### config.mk
export PLATFORM = sky130hd
export DESIGN_NAME = seq_multiplier
export DESIGN_NICKNAME = d
export VERILOG_FILES = /design/src/rtl/seq_multiplier_pkg.sv /design/src/rtl/seq_multiplier_mul_step.sv /design/src/rtl/seq_multiplier.sv
export SDC_FILE = /design/constraint.sdc
export NUM_CORES = 1
export LEC_CHECK = 0
export CAP_MARGIN = 0
export CORE_ASPECT_RATIO = 1.75
export CORE_MARGIN = 2
export CORE_UTILIZATION = 50
export CTS_CLUSTER_DIAMETER = 120
export DETAILED_ROUTE_END_ITERATION = 10
export PLACE_DENSITY = 0.73
export SKIP_CTS_REPAIR_TIMING = 1
export SYNTH_ARGS = -nofsm -noshare
export SYNTH_HDL_FRONTEND = slang
export SYNTH_SLANG_ARGS = --single-unit
### constraint.sdc
create_clock -name clk -period 12.55 [get_ports clk]
set_input_delay 2.51 -clock clk [delete_from_list [all_inputs] [get_ports clk]]
set_output_delay 2.51 -clock clk [all_outputs]
set_load 0.1 [all_outputs]
### src/rtl/seq_multiplier_pkg.sv
// Shared definitions for the sequential RV32M multiplier: funct3 codes,
// FSM state encoding and operand-signedness decode.
package seq_multiplier_pkg;

  // Width of the M-extension funct3 field.
  localparam int FUNCT_W = 3;

  // Multiply-group funct3 codes; funct[2]=1 selects the divider instead.
  typedef enum logic [FUNCT_W-1:0] {
    F_MUL    = 3'b000,
    F_MULH   = 3'b001,
    F_MULHSU = 3'b010,
    F_MULHU  = 3'b011
  } funct_e;

  typedef enum logic [1:0] {
    S_IDLE,
    S_CALC,
    S_FIX,
    S_DONE
  } state_e;

  // rs1 is signed for MUL, MULH and MULHSU.
  function automatic logic op1_is_signed(input logic [1:0] f);
    return f != 2'b11;
  endfunction

  // rs2 is signed only for MUL and MULH.
  function automatic logic op2_is_signed(input logic [1:0] f);
    return f[1] == 1'b0;
  endfunction

endpackage

### src/rtl/seq_multiplier_mul_step.sv
// One shift-add step: acc_hi + mcand * mbits, with each partial product
// folded in through an explicit ripple-carry chain.
module mul_step #(
  parameter int WIDTH = 32,
  parameter int STEP  = 2
) (
  input  logic [WIDTH-1:0]      mcand,
  input  logic [STEP-1:0]       mbits,
  input  logic [WIDTH-1:0]      acc_hi,
  output logic [WIDTH+STEP-1:0] sum
);

  localparam int SW = WIDTH + STEP;

  // Accumulate the STEP shifted partial products bit by bit; the final sum
  // never exceeds (2^WIDTH-1)*2^STEP, so the top carry is always zero.
  always_comb begin
    logic [SW-1:0] total;
    logic [SW-1:0] pp;
    logic          c;
    logic          t;
    // NOTE: every combinational variable gets a value before any branch so
    // no path leaves it unassigned and no latch is inferred.
    total = SW'(acc_hi);
    pp    = '0;
    c     = 1'b0;
    t     = 1'b0;
    for (int j = 0; j < STEP; j++) begin
      pp = mbits[j] ? (SW'(mcand) << j) : '0;
      c  = 1'b0;
      for (int i = 0; i < SW; i++) begin
        t        = total[i];
        total[i] = t ^ pp[i] ^ c;
        c        = (t & pp[i]) | (c & (t ^ pp[i]));
      end
    end
    sum = total;
  end

endmodule

### src/rtl/seq_multiplier.sv
// Multi-cycle RV32M multiplier (MUL/MULH/MULHSU/MULHU). Works on operand
// magnitudes with a STEP-bit shift-add datapath and applies the sign at the end.
module seq_multiplier
  import seq_multiplier_pkg::*;
#(
  parameter int WIDTH = 32,
  parameter int STEP  = 2
) (
  input  logic                 clk,
  input  logic                 rst,
  input  logic [FUNCT_W-1:0]   funct,
  input  logic                 mul_en,
  input  logic                 flush,
  input  logic [WIDTH-1:0]     op1,
  input  logic [WIDTH-1:0]     op2,
  output logic                 busy,
  output logic                 done,
  output logic [WIDTH-1:0]     result,
  output logic [2*WIDTH-1:0]   result_mul
);

  localparam int N     = WIDTH / STEP;
  localparam int CNT_W = $clog2(N) + 1;

  state_e               state_q, state_d;
  logic [FUNCT_W-1:0]   funct_q;
  logic [WIDTH-1:0]     mcand_q;
  logic [WIDTH-1:0]     mplier_q;
  logic                 neg_q;
  logic [2*WIDTH-1:0]   acc_q;
  logic [CNT_W-1:0]     cnt_q;

  logic                 accept;
  logic                 last_step;
  logic                 neg1, neg2;
  logic [WIDTH-1:0]     mag1, mag2;
  logic [2*WIDTH-1:0]   prod_fix;
  logic [WIDTH+STEP-1:0] step_sum;

  assign accept    = mul_en && !funct[2] && !flush &&
                     (state_q == S_IDLE || state_q == S_DONE);
  assign last_step = (cnt_q == CNT_W'(N - 1));
  assign busy      = (state_q == S_CALC) || (state_q == S_FIX);
  assign done      = (state_q == S_DONE);

  // Operand sign decode and magnitudes; -(2^(WIDTH-1)) maps to itself.
  always_comb begin
    neg1 = op1_is_signed(funct[1:0]) && op1[WIDTH-1];
    neg2 = op2_is_signed(funct[1:0]) && op2[WIDTH-1];
    mag1 = neg1 ? -op1 : op1;
    mag2 = neg2 ? -op2 : op2;
  end

  // Signed-corrected product presented in the FIX cycle.
  assign prod_fix = neg_q ? -acc_q : acc_q;

  mul_step #(
    .WIDTH (WIDTH),
    .STEP  (STEP)
  ) u_mul_step (
    .mcand  (mcand_q),
    .mbits  (mplier_q[STEP-1:0]),
    .acc_hi (acc_q[2*WIDTH-1:WIDTH]),
    .sum    (step_sum)
  );

  // State register.
  always_ff @(posedge clk or posedge rst) begin
    // NOTE: sequential state uses non-blocking assignments so every flop
    // samples pre-edge values regardless of block ordering.
    if (rst) state_q <= S_IDLE;
    else     state_q <= state_d;
  end

  // Next-state logic; flush wins over a new request and aborts CALC/FIX.
  always_comb begin
    state_d = state_q;
    case (state_q)
      S_IDLE: if (accept) state_d = S_CALC;
      S_CALC: begin
        if (flush)          state_d = S_IDLE;
        else if (last_step) state_d = S_FIX;
      end
      S_FIX:  state_d = flush ? S_IDLE : S_DONE;
      S_DONE: state_d = accept ? S_CALC : S_IDLE;
      default: state_d = S_IDLE;
    endcase
  end

  // Operand latches, shift-add accumulator, step counter and result registers.
  always_ff @(posedge clk or posedge rst) begin
    if (rst) begin
      funct_q    <= '0;
      mcand_q    <= '0;
      mplier_q   <= '0;
      neg_q      <= 1'b0;
      acc_q      <= '0;
      cnt_q      <= '0;
      result     <= '0;
      result_mul <= '0;
    end else begin
      if (accept) begin
        funct_q  <= funct;
        mcand_q  <= mag1;
        mplier_q <= mag2;
        neg_q    <= neg1 ^ neg2;
        acc_q    <= '0;
        cnt_q    <= '0;
      end
      if (state_q == S_CALC) begin
        acc_q    <= {step_sum, acc_q[WIDTH-1:STEP]};
        mplier_q <= mplier_q >> STEP;
        cnt_q    <= cnt_q + CNT_W'(1);
      end
      if (state_q == S_FIX && !flush) begin
        result_mul <= prod_fix;
        result     <= (funct_q == F_MUL) ? prod_fix[WIDTH-1:0]
                                         : prod_fix[2*WIDTH-1:WIDTH];
      end
    end
  end

endmodule

==> impl_table.tex <==
\begin{tabular}{lr}
\hline
Metric & Value \\
\hline
\multicolumn{2}{l}{\textbf{Route}} \\
Remaining number of nets flagged by the antenna check after routing & 0 \\
Via count of the routed design & $\sim$12k \\
Number of detailed-route iterations in the first pass & 6 \\
Wirelength, routed & 40200 um \\
DRC violations left & 0 \\
Drt via density & around 5.8 \\
Number of DRC markers in iteration 0 & 870 \\
Final routed wire length divided by cell count & 18.9 um \\
\multicolumn{2}{l}{\textbf{Synth}} \\
Post-synth top area share & 40.6\% \\
Top-count cell post-synth & sky130\_fd\_sc\_hd\_\_nand2\_1 \\
Post-synth EDFFs & 0 \\
Combined area of all synthesized cells & 14500 um\^{}2 \\
Async SR Flop Fraction & between 90\% and 100\% \\
Largest area contributor in the netlist & sky130\_fd\_sc\_hd\_\_dfrtp\_1 \\
Synthesis Warnings & 0 \\
Ranking of synthesized cells by instance count & sky130\_fd\_sc\_hd\_\_nand2\_1 (331), sky130\_fd\_sc\_hd\_\_dfrtp\_1 (235), sky130\_fd\_sc\_hd\_\_o21ai\_0 (189) \\
Average footprint of a synthesized cell & 8.92 um\^{}2 \\
Top area cells in the synthesized netlist & sky130\_fd\_sc\_hd\_\_dfrtp\_1 (41\%), sky130\_fd\_sc\_hd\_\_nand2\_1 (8.6\%), sky130\_fd\_sc\_hd\_\_fa\_1 (8.6\%) \\
Post-synthesis register bit count & roughly 240 \\
Share of the yosys chip area belonging to registers & 40.6\% \\
Number of instances in the synthesized netlist & 1622 \\
Net count after synthesis & 1767 \\
Number of distinct library cells after synthesis & 64 \\
Post-synth top flop & sky130\_fd\_sc\_hd\_\_dfrtp\_1 \\
\multicolumn{2}{l}{\textbf{CTS}} \\
Worst-skew pair later-pin latency & 0.52 ns \\
Clk slew on worst S/H paths & 0.07 ns \\
Maximum root-to-sink buffer count & 3 \\
Root cell of the clock tree & sky130\_fd\_sc\_hd\_\_clkbuf\_16 \\
Clock buffer count from CTS & 22 \\
Sink Count & 235 \\
CTS H-tree depth & 1 \\
TritonCTS clock tree & built \\
\multicolumn{2}{l}{\textbf{Place}} \\
Setup slack at placement & -0.535 ns \\
DPL Wire Length & 30100 um \\
Final GP Congestion & 0.954 \\
Number of buffer cells added on primary ports & 168 \\
\multicolumn{2}{l}{\textbf{Worst hold path}} \\
Number of stages on the worst hold path & 2 \\
Min-delay worst type & reg -> reg \\
\multicolumn{2}{l}{\textbf{Global routing}} \\
Global-route wire length before repair & about 65000 um \\
Number of global-route vias before repair & $\sim$12k \\
Antenna violations before repair & 0 \\
Total track usage & 26.7\% \\
Final global-route overflow total & 0 \\
Met2 global-route usage & 48.2\% \\
M1 GR Usage & 31.1\% \\
Largest net degree at the start of global routing & 114 \\
Busiest grt layer & met2 \\
GRT met3 Usage & under 10\% \\
\multicolumn{2}{l}{\textbf{Setup path}} \\
CP max FO & 2 \\
Element type at the critical path end & register \\
Kind of critical path & reg -> reg \\
Critical path startpoint category & register \\
Cell repeated most along the worst path & sky130\_fd\_sc\_hd\_\_fa\_2 \\
Slowest Stage Delay on Critical Path & just over 0.5 ns \\
Data arrival, critical path & roughly 13 ns \\
Critical path data required time & 12.92 ns \\
Worst r2r path cells & 41 \\
Max stage delay cell, worst path & sky130\_fd\_sc\_hd\_\_fa\_2 \\
\multicolumn{2}{l}{\textbf{Finish}} \\
Layout Utilization & 60.8\% \\
\# nets final & 1873 \\
Area overhead of the layout relative to synthesis & 19.8\% \\
Fraction of layout instances using a drive strength above 1 & 8.77\% \\
\multicolumn{2}{l}{\textbf{Timing}} \\
Setup slack after layout & -0.241 ns \\
Fin crit share & 102\% \\
Sum of negative setup slack & -0.392 ns \\
Tightest slew margin relative to the limit & 26.7\% \\
Post-route clock skew & 0.0132 ns \\
Count of endpoints failing setup in the final report & 2 \\
Actual slew at the worst max-slew pin & around 1.1 ns \\
Fin. max-slew vios & 0 \\
WHS & approximately 0.47 ns \\
Fmax & 78.2 MHz \\
Final min period & 12.79 ns \\
Final hold viol count & 0 \\
Unrepaired setup endpoints after global routing & true \\
\multicolumn{2}{l}{\textbf{Floorplan}} \\
Starting density of the core & 50.7\% \\
Die width & 133 um \\
Number of standard-cell rows in the floorplan & 82 \\
IO Count & 169 \\
Die area & slightly above 30000 um\^{}2 \\
Area of the placeable core & 28500 um\^{}2 \\
DIE HEIGHT & 229 um \\
\multicolumn{2}{l}{\textbf{Status}} \\
Status & finished, violations left \\
Violated checks & setup timing \\
\multicolumn{2}{l}{\textbf{Job}} \\
Maximum capacitance violations & 0 \\
\hline
\end{tabular}
## cell families after synthesis
kind of cell,after synthesis,synth area share (%)
AO/OA/AOI/OAI,386,16.5
XOR/XNOR,119,7.20
adder cells (fa/ha/maj),74,9.61
buffers and inverters,188,4.98
flip-flops,235,40.6
multiplexers,28,1.95
AND/OR/NAND/NOR,592,19.1
## metal layers
layer / share of wire [%] / wire, um / vias to the layer above
met4: 5.5 / 2220 / 0
met2: 52 / 20700 / 412
li1: - / - / 5801
met5: 0 / 0 / -
met3: 4.4 / 1780 / 125
met1: 39 / 15500 / 5951
## worst max-delay path, delay by kind of cell (launching register included)
kind	cells	cell delay, ns
adder cells (fa/ha/maj)	34	11.73
AND/OR/NAND/NOR	2	0.26
flip-flops	1	0.36
buffers and inverters	4	0.21
AO/OA/AOI/OAI	1	0.09
## layout by cell type, fill, tap and decap left out, types with 4 or more instances in the layout
cell type and instances:
sky130_fd_sc_hd__mux2i_1 27, sky130_fd_sc_hd__o21ai_0 188, sky130_fd_sc_hd__clkdlybuf4s50_1 168, sky130_fd_sc_hd__nor3_1 26, sky130_fd_sc_hd__o41ai_1 19, sky130_fd_sc_hd__xor2_1 43, sky130_fd_sc_hd__a31oi_1 5, sky130_fd_sc_hd__clkbuf_1 4
sky130_fd_sc_hd__a211o_1 4, sky130_fd_sc_hd__a211oi_1 6, sky130_fd_sc_hd__nor2_1 57, sky130_fd_sc_hd__and4_1 4, sky130_fd_sc_hd__and2_1 34, sky130_fd_sc_hd__fa_1 5, sky130_fd_sc_hd__xnor2_1 76, sky130_fd_sc_hd__o31ai_1 59
sky130_fd_sc_hd__o221ai_1 9, sky130_fd_sc_hd__buf_4 24, sky130_fd_sc_hd__dfrtp_1 234, sky130_fd_sc_hd__a221o_1 4, sky130_fd_sc_hd__inv_1 71, sky130_fd_sc_hd__or3_1 14, sky130_fd_sc_hd__ha_1 10, sky130_fd_sc_hd__a21oi_1 47
sky130_fd_sc_hd__inv_2 4, sky130_fd_sc_hd__o21ai_1 14, sky130_fd_sc_hd__nand2_1 331, sky130_fd_sc_hd__nor3b_1 10, sky130_fd_sc_hd__nor4_1 19, sky130_fd_sc_hd__or4_1 23, sky130_fd_sc_hd__clkbuf_16 23, sky130_fd_sc_hd__nand3_1 22
sky130_fd_sc_hd__or2_2 9, sky130_fd_sc_hd__fa_2 57, sky130_fd_sc_hd__nand4_1 17
## through the flow
stage	cells	cell area (um^2)
6_report	2123	17300
5_1_grt	2122	17300
4_1_cts	2121	17300
3_5_place_dp	2081	16500
3_3_place_gp	2081	16500
2_1_floorplan	1622	14600
## layout make-up
class / instances / area [um^2]
multi-input combinational: 1199 / 8070
fill: 2547 / 11200
timing repair buffer: 192 / 1860
tap: 378 / 473
sequential: 235 / 5880
inverter: 78 / 300
clock buffer: 29 / 618
antenna: 1 / 2.50
clock inverter: 11 / 124
## final timing paths
kind	from	endpoint	slack (ns)
worst max-delay path	mcand_q[0]	acc_q[62]	-0.24
worst min-delay path	result_mul[6]	result_mul[6]	0.47
max in group asynchronous	rst	neg_q	7.80
worst min register to register	result_mul[6]	result_mul[6]	0.47
worst max register to register	mcand_q[0]	acc_q[62]	-0.24
min in group asynchronous	rst	result_mul[51]	2.49
## flip-flops by register name, indices dropped and copies added, names as in the netlist
signal      cells
result         32
acc_q          64
state_q         2
mplier_q       32
mcand_q        32
result_mul     64
neg_q           1
cnt_q           5
funct_q         3
Power is not shown: default switching activity piles up to over one toggle a cycle in this logic, so the estimate is an artifact.
